<file path="src/rtl/fetch_pkg.sv">
// rtl/fetch_pkg.sv - shared state type and queue-entry widths for the fetch front end
package fetch_pkg;

  typedef enum logic [1:0] {
    ST_IDLE = 2'd0,
    ST_WAIT = 2'd1,
    ST_DROP = 2'd2,
    ST_HALT = 2'd3
  } fetch_state_e;

  localparam int DEF_ADDR_W  = 16;
  localparam int DEF_INSTR_W = 16;
  localparam int DEF_ENTRY_W = DEF_INSTR_W + DEF_ADDR_W;

  // Queue entry is {instr, pc}, instruction in the upper bits.
  function automatic int entry_w(input int instr_w, input int addr_w);
    return instr_w + addr_w;
  endfunction

endpackage

</file>
<file path="src/rtl/fetch_fifo.sv">
// rtl/fetch_fifo.sv - DEPTH-entry circular prefetch queue with push, pop, flush and occupancy count
module fetch_fifo #(
  parameter int DEPTH = 4,
  parameter int W     = 32
) (
  input  logic                     clk,
  input  logic                     rst_n,
  input  logic                     push,
  input  logic [W-1:0]             wdata,
  input  logic                     pop,
  input  logic                     flush,
  output logic [W-1:0]             rdata,
  output logic                     valid,
  output logic [$clog2(DEPTH):0]   count
);

  localparam int PTR_W = $clog2(DEPTH);
  localparam int CNT_W = PTR_W + 1;

  logic [W-1:0]     mem_q [DEPTH];
  logic [W-1:0]     mem_d [DEPTH];
  logic [PTR_W-1:0] wr_ptr_q, wr_ptr_d;
  logic [PTR_W-1:0] rd_ptr_q, rd_ptr_d;
  logic [CNT_W-1:0] count_q, count_d;
  logic             full;
  logic             do_push;
  logic             do_pop;

  assign valid = (count_q != '0);
  assign full  = (count_q == CNT_W'(DEPTH));
  assign count = count_q;
  // Head reads as zero when empty so the decoder side never sees stale entries.
  assign rdata = valid ? mem_q[rd_ptr_q] : '0;

  always_comb begin
    mem_d    = mem_q;
    wr_ptr_d = wr_ptr_q;
    rd_ptr_d = rd_ptr_q;
    count_d  = count_q;
    do_push  = push && !flush && (!full || pop);
    do_pop   = pop && !flush && valid;
    if (flush) begin
      wr_ptr_d = '0;
      rd_ptr_d = '0;
      count_d  = '0;
    end else begin
      if (do_push) begin
        mem_d[wr_ptr_q] = wdata;
        wr_ptr_d        = wr_ptr_q + PTR_W'(1);
      end
      if (do_pop) begin
        rd_ptr_d = rd_ptr_q + PTR_W'(1);
      end
      case ({do_push, do_pop})
        2'b10:   count_d = count_q + CNT_W'(1);
        2'b01:   count_d = count_q - CNT_W'(1);
        default: count_d = count_q;
      endcase
    end
  end

  always_ff @(posedge clk or negedge rst_n) begin
    if (!rst_n) begin
      wr_ptr_q <= '0;
      rd_ptr_q <= '0;
      count_q  <= '0;
    end else begin
      wr_ptr_q <= wr_ptr_d;
      rd_ptr_q <= rd_ptr_d;
      count_q  <= count_d;
    end
  end

  always_ff @(posedge clk) begin
    mem_q <= mem_d;
  end

endmodule

</file>
<file path="src/rtl/fetch_unit.sv">
// rtl/fetch_unit.sv - decoupled instruction fetch: PC, single-outstanding imem request FSM, prefetch queue
// FETCH_BYPASS_EN: present a response straight to the decoder when the queue is empty.
module fetch_unit
  import fetch_pkg::*;
#(
  parameter int                ADDR_W   = DEF_ADDR_W,
  parameter int                INSTR_W  = DEF_INSTR_W,
  parameter int                DEPTH    = 4,
  parameter logic [ADDR_W-1:0] RESET_PC = '0,
  parameter int                PC_STEP  = 2
) (
  input  logic               clk,
  input  logic               rst_n,
  output logic               imem_req,
  output logic [ADDR_W-1:0]  imem_addr,
  input  logic               imem_ack,
  input  logic [INSTR_W-1:0] imem_data,
  output logic               instr_valid,
  output logic [INSTR_W-1:0] instr,
  output logic [ADDR_W-1:0]  instr_pc,
  input  logic               instr_ready,
  input  logic               redirect,
  input  logic [ADDR_W-1:0]  redirect_pc,
  input  logic               halt_req,
  output logic               halted
);

  localparam int ENTRY_W = entry_w(INSTR_W, ADDR_W);
  localparam int CNT_W   = $clog2(DEPTH) + 1;

  fetch_state_e       state_q, state_d;
  logic [ADDR_W-1:0]  fetch_pc_q, fetch_pc_d;
  logic [ADDR_W-1:0]  req_pc_q, req_pc_d;
  logic               issue;
  logic               take_ack;
  logic               queue_full;
  logic               fifo_push;
  logic               fifo_pop;
  logic               fifo_valid;
  logic [ENTRY_W-1:0] fifo_wdata;
  logic [ENTRY_W-1:0] fifo_rdata;
  logic [CNT_W-1:0]   fifo_count;

  assign queue_full = (fifo_count == CNT_W'(DEPTH));
  assign issue      = (state_q == ST_IDLE) && !queue_full && !halt_req && !redirect;
  // Held low while in reset so memory never sees a request from a resetting core.
  assign imem_req   = issue && rst_n;
  assign imem_addr  = fetch_pc_q;
  assign halted     = (state_q == ST_HALT);

  always_comb begin
    state_d    = state_q;
    fetch_pc_d = fetch_pc_q;
    req_pc_d   = req_pc_q;
    take_ack   = 1'b0;
    case (state_q)
      ST_IDLE: begin
        if (halt_req && !redirect) begin
          state_d = ST_HALT;
        end else if (issue) begin
          state_d    = ST_WAIT;
          req_pc_d   = fetch_pc_q;
          fetch_pc_d = fetch_pc_q + ADDR_W'(PC_STEP);
        end
      end
      ST_WAIT: begin
        if (imem_ack) begin
          take_ack = !redirect;
          state_d  = (!redirect && halt_req) ? ST_HALT : ST_IDLE;
        end else if (redirect) begin
          state_d = ST_DROP;
        end
      end
      ST_DROP: begin
        if (imem_ack) begin
          state_d = (!redirect && halt_req) ? ST_HALT : ST_IDLE;
        end
      end
      ST_HALT: begin
        if (!halt_req) begin
          state_d = ST_IDLE;
        end
      end
      default: state_d = ST_IDLE;
    endcase
    if (redirect) begin
      fetch_pc_d = redirect_pc;
    end
  end

  always_ff @(posedge clk or negedge rst_n) begin
    if (!rst_n) begin
      state_q    <= ST_IDLE;
      fetch_pc_q <= RESET_PC;
      req_pc_q   <= '0;
    end else begin
      state_q    <= state_d;
      fetch_pc_q <= fetch_pc_d;
      req_pc_q   <= req_pc_d;
    end
  end

  assign fifo_wdata = {imem_data, req_pc_q};
  // A pop coinciding with a redirect is meaningless: the flush discards the head anyway.
  assign fifo_pop   = fifo_valid && instr_ready && !redirect;

`ifdef FETCH_BYPASS_EN
  logic bypass;
  assign bypass    = take_ack && !fifo_valid;
  assign fifo_push = take_ack && !(bypass && instr_ready);
`else
  assign fifo_push = take_ack;
`endif

  fetch_fifo #(
    .DEPTH (DEPTH),
    .W     (ENTRY_W)
  ) u_fifo (
    .clk   (clk),
    .rst_n (rst_n),
    .push  (fifo_push),
    .wdata (fifo_wdata),
    .pop   (fifo_pop),
    .flush (redirect),
    .rdata (fifo_rdata),
    .valid (fifo_valid),
    .count (fifo_count)
  );

  always_comb begin
    instr_valid = fifo_valid;
    instr       = fifo_rdata[ENTRY_W-1 -: INSTR_W];
    instr_pc    = fifo_rdata[ADDR_W-1:0];
`ifdef FETCH_BYPASS_EN
    if (bypass) begin
      instr_valid = 1'b1;
      instr       = imem_data;
      instr_pc    = req_pc_q;
    end
`endif
  end

endmodule

</file>
<file path="config.mk">
export PLATFORM = sky130hd
export DESIGN_NAME = fetch_unit
export DESIGN_NICKNAME = d
export VERILOG_FILES = /design/src/rtl/fetch_pkg.sv /design/src/rtl/fetch_fifo.sv /design/src/rtl/fetch_unit.sv
export SDC_FILE = /design/constraint.sdc
export NUM_CORES = 1
export LEC_CHECK = 0
export ABC_AREA = 1
export CORE_MARGIN = 4
export CORE_UTILIZATION = 60
export CTS_BUF_LIST = sky130_fd_sc_hd__clkbuf_16
export DETAILED_ROUTE_END_ITERATION = 8
export GPL_TIMING_DRIVEN = 0
export PLACE_DENSITY = 0.82
export SETUP_SLACK_MARGIN = 0.4
export SKIP_CTS_REPAIR_TIMING = 1
export SLEW_MARGIN = 30
export SYNTH_ARGS = -nofsm -noshare
export SYNTH_HDL_FRONTEND = slang
export SYNTH_SLANG_ARGS = --single-unit
</file>
<file path="constraint.sdc">
create_clock -name clk -period 6.7 [get_ports clk]
set_clock_uncertainty 0.1 [all_clocks]
set_input_delay 1.34 -clock clk [delete_from_list [all_inputs] [get_ports clk]]
set_output_delay 1.34 -clock clk [all_outputs]
set_load 0.01 [all_outputs]
</file>
After elaboration in Yosys (flattened, before gate mapping)

Index checks and enable logic that the tools add are counted.

Magnitude comparators: 3
$add $sub $neg: 5
Reductions and logical operators: 27
$mul: 0
Equal/unequal tests: 11
Shifts and indexed selects: 0
Divide/modulo/power cells: 0
Bitwise operators: 4
Multiplexer cells: 27

Operators by type and width:

| operator                                                              | number |
|---|---|
| 128-bit bitwise mux                                                   | 1 |
| 32-bit two-way mux                                                    | 4 |
| 32-bit binary-select mux with 2-bit select                            | 1 |
| 32-bit demux with 2-bit select                                        | 1 |
| 16-bit two-way mux                                                    | 4 |
| 2-bit two-way mux                                                     | 11 |
| 16-bit by 2-bit adder with 16-bit output, second input constant       | 1 |
| 1-bit logical AND                                                     | 12 |
| 2-bit one-hot mux with 4 select lines                                 | 1 |
| 2-bit nonzero test                                                    | 4 |
| 2-bit equality test, second input constant                            | 3 |
| 3-bit >= comparator, second input constant                            | 2 |
| 2-bit inequality test, second input constant                          | 3 |
| 2-bit NOT with 3-bit output                                           | 2 |
| 3-bit one-hot mux with 2 select lines                                 | 1 |
| 3-bit AND reduction                                                   | 2 |
| 3-bit nonzero test                                                    | 2 |
| 2-bit by 1-bit adder with 2-bit output, second input constant         | 2 |
| 2-bit by 1-bit equality test with 1-bit output, second input constant | 2 |
| 4-bit AND reduction                                                   | 1 |
| 3-bit by 1-bit adder with 3-bit output, second input constant         | 1 |
| 3-bit equality test, second input constant                            | 1 |
| 1-bit zero test                                                       | 3 |
| 3-bit by 1-bit < comparator with 1-bit output, second input constant  | 1 |
| other kinds (9)                                                       | 11 |

Flip-flop bits (word level): 169
RAM bits: 0
Latch bits: 0
Bits in read-only memories: 0
Word-level logic and storage cells: 87
Input bits: 38
Output and inout bits: 51
Memories: 0

Longest topological paths before layout

Depth after elaboration: 9
Gate-level depth with buffers: 12
Depth with buffers taken out: 12

By module

From an unflattened synthesis, not the netlist that was laid out.

Cell total of the unflattened synthesis: 693
Area total of the unflattened synthesis: 7335.8 um^2

Modules (own cells, without submodules):

| module     | cells an instance | seq. area each (um^2) | area each (um^2) | instances |
|---|---|---|---|---|
| fetch_fifo | 443               | 4018.9                | 5489.0           | 1 |
| fetch_unit | 250               | 850.8                 | 1846.8           | 1 |

Worst setup path after synthesis

Ideal clock, no wire load.

Kind: input to register
Start: input imem_ack
End: register u_fifo.mem_q[0] (netlist name) (enable)
Required time: 6.179 ns
Arrival: 3.134 ns
Stages on the path: 6
Setup slack: 3.045 ns
Library setup time: 0.421 ns
Buffers on the path: 0
Cells stage by stage: inv_1 > nor2_1 > nand2_1 > clkinv_1 > nand2_2 > nor2_1

Cells in the longest elaborated chain, start to end: 5

RTL lines:

| what                                 | RTL line         | source |
|---|---|---|
| start: declaration                   | fetch_unit.sv:16 | `input logic imem_ack,` |
| 1-bit two-way mux                    | fetch_unit.sv:67 | `if (imem_ack) begin` |
| 1-bit two-way mux                    | fetch_unit.sv:56 | `case (state_q)` |
| 1-bit logical AND (2 in series)      | fetch_fifo.sv:40 | `do_push = push && !flush && (!full \|\| pop);` |
| 2-bit AND reduction (no source line) | n/a              |  |
| end signal: assignment               | fetch_fifo.sv:75 | `mem_q <= mem_d;` |
| end: declaration                     | fetch_fifo.sv:20 | `logic [W-1:0] mem_q [DEPTH];` |

No other way between the ends.
A chain may end at the register's enable or synchronous reset.

Worst setup path after layout

Start: input redirect
End: output imem_req

Cells in the longest elaborated chain, start to end: 3

RTL lines:

| what               | RTL line         | source |
|---|---|---|
| start: declaration | fetch_unit.sv:22 | `input logic redirect,` |
| 1-bit zero test    | fetch_unit.sv:45 | `assign issue = (state_q == ST_IDLE) && !queue_full && !halt_req && !redirect;` |
| 1-bit logical AND  | fetch_unit.sv:45 |  |
| 1-bit logical AND  | fetch_unit.sv:47 | `assign imem_req = issue && rst_n;` |
| end: declaration   | fetch_unit.sv:14 | `output logic imem_req,` |

No other way between the ends.

==> metrics.txt <==
WS Path Type=in -> out; clk slew on worst S/H paths=70 ps; share of cells above drive strength 1=11.2%; multi-input logic area=2090 um2; post-synthesis cell count=677; worst-path maximum fanout=10; relative slew slack=57.5%; I/O Pins=89; slowest stage cell, crit path=clkdlybuf4s50_1; Tot GR Track Use=24.9%; Post-Syn Area per Cell=10.8 um2; CTS tree=done; slowest stage delay, CP=560 ps; Final GP Congestion=0.878; #FFs+latches synth=169; Peak VDD IR=0.161 mV; Initial DRC Count=466; EDFF count, synth=128; most used cell, CP=clkdlybuf4s50_1; WL/cell=18.0 um; number of routed nets with antenna violations=0; final instance area=9100 um2; Synth-to-Final Area Change=24.6%; residual DRC count=0; Overall Power=0.00291 W; hpwl dp=11.5 mm; Vias/cell=5.70; PortBufs=88; CP required=5260 ps; Core ar.=12000 um2; drt total wl=17.1 mm; Yosys cell types=35; die width=118 um; Die H=118 um; FF+latch area=4870 um2; first-pass GRT wire length=27.3 mm; RSZ-0062 raised after global routing=false; register area share after synthesis=66.7%; hold crit path type=reg -> reg; commonest non-fill, non-tap cell in the layout=nor2_1; initial antenna violation count=0; n_diodes=0; PwrDens=319 nW/um2; nets=833; Main synth FF type=edfxtp_1; async set-or-reset flop fraction in the synthesized netlist=24.3%; final setup TNS=0 ps; largest net degree at the start of global routing=28; final hold viol count=0; Setup-failing EPs final=0; static leakage=3.49 nW; clk_lat worst skew=420 ps; Syn Std Cell Area=7310 um2; crit-path cells=clkdlybuf4s50_1 > inv_2 > nand3_2 > clkbuf_1 > nor2_1 > clkdlybuf4s50_1; gr ovfl total=0; worst hold stages=0; Worst Path Arrival=3020 ps; Max Buffers Root-to-Sink=2; DP Area=8530 um2; vias after detailed routing=5411; startpoint class of the critical path=input pin; minimum clock period=4460 ps; slew at the pin closest to its max-slew limit=637 ps; Root Driver=clkbuf_16; # rows=40; Mapped Nets=721; DIE AREA=14000 um2; H-tree levels=4; Layout fillers=762; Syn. warnings=0; initial core utilization=61.1%; CTS Sinks=169; CTS buffer count=17; Reg2Reg Depth=7; f_max=224 MHz; endpoint type of the worst setup path=output port; Max Transition Viols Final=0; vias in the first global route=5528; status=completed; crit share post-route=66.6%; First-pass DRT Iterations=5; most frequent cells in the layout=nor2_1 (145), edfxtp_1 (128), clkdlybuf4s50_1 (87); max-cap violations=0
[cell type report]
class	count	area share [%]
Buffer	33	2.14
Clock buffer	17	4.67
Clock inverter	15	1.68
Inverter	49	2.02
Multi-Input combinational cell	426	22.9
Sequential cell	169	53.5
Tap cell	147	2.02
Timing Repair Buffer	93	11.0
[critical path: cells and delay by family]
kind | cells | cell delay [ps]
buffers and inverters | 4 | 1500
AND/OR/NAND/NOR | 2 | 180
[state kept, by name, indices dropped and copies added, names as in the netlist]
name / flops
state_q: 2
u_fifo.mem_q: 128
u_fifo.count: 3
u_fifo.rd_ptr_q: 2
imem_addr: 16
req_pc_q: 16
u_fifo.wr_ptr_q: 2
[power breakdown]
group          internal, W  leakage (nW)  total (W)  switching, W
clock             0.000549         0.269   0.000953      0.000405
sequential         0.00128          1.68    0.00139      0.000111
combinational     0.000237          1.55   0.000559      0.000322
[metal layers]
metal  wire length (um)  track usage, %  up-vias
met1               6760            30.8     2604
met5                  0               0        -
met4                217            8.79        0
met2               8910            43.3      251
li1                   -               -     2533
met3               1180            5.65       23
[stage by stage]
stage,hold WS [ps],cells,setup WS (ps),util (%)
4_1_cts,416,949,2240,76.1
5_1_grt,437,949,2110,76.1
3_5_place_dp,400,917,2250,71.3
3_3_place_gp,389,912,1280,70.0
2_1_floorplan,376,677,3050,-
6_report,410,949,2240,76.1
[synthesized netlist by cell type (6+ instances only)]
cell type | n | share of area [%]
buf_2 | 9 | 0.62
buf_4 | 8 | 0.82
clkbuf_1 | 12 | 0.62
nand3_1 | 16 | 1.1
nand2_1 | 82 | 4.2
o21ai_1 | 14 | 0.96
inv_2 | 7 | 0.36
dfrtp_1 | 41 | 14
nor2_1 | 149 | 7.7
nand4_1 | 6 | 0.51
edfxtp_1 | 128 | 53
o21ai_2 | 6 | 0.72
inv_1 | 41 | 2.1
a21oi_1 | 36 | 2.5
o21ai_0 | 72 | 4.9
[path summary, 6_finish.rpt]
kind,from,end,slack [ps]
worst max-delay path,redirect,imem_req,2240
worst min register to register,req_pc_q[8]$_DFFE_PN0P_,u_fifo.mem_q[104]$_DFFE_PP_,410
min in group asynchronous,rst_n,imem_addr[13]$_DFFE_PN0P_,740
max in group asynchronous,rst_n,u_fifo.rd_ptr_q[0]$_DFFE_PN0P_,5270
worst max register to register,u_fifo.count[0]$_DFFE_PN0P_,u_fifo.mem_q[28]$_DFFE_PP_,4480
worst min-delay path,req_pc_q[8]$_DFFE_PN0P_,u_fifo.mem_q[104]$_DFFE_PP_,410
[kinds of logic after synthesis]
logic type | after synthesis | share of synthesized area, %
compound gates | 139 | 10.2
xor+xnor | 6 | 0.719
fa+ha+maj | 6 | 1.13
buf+inv | 82 | 5.19
flops | 169 | 66.7
mux | 1 | 0.137
simple gates | 274 | 16.0
(Power assumes the default switching activity.)
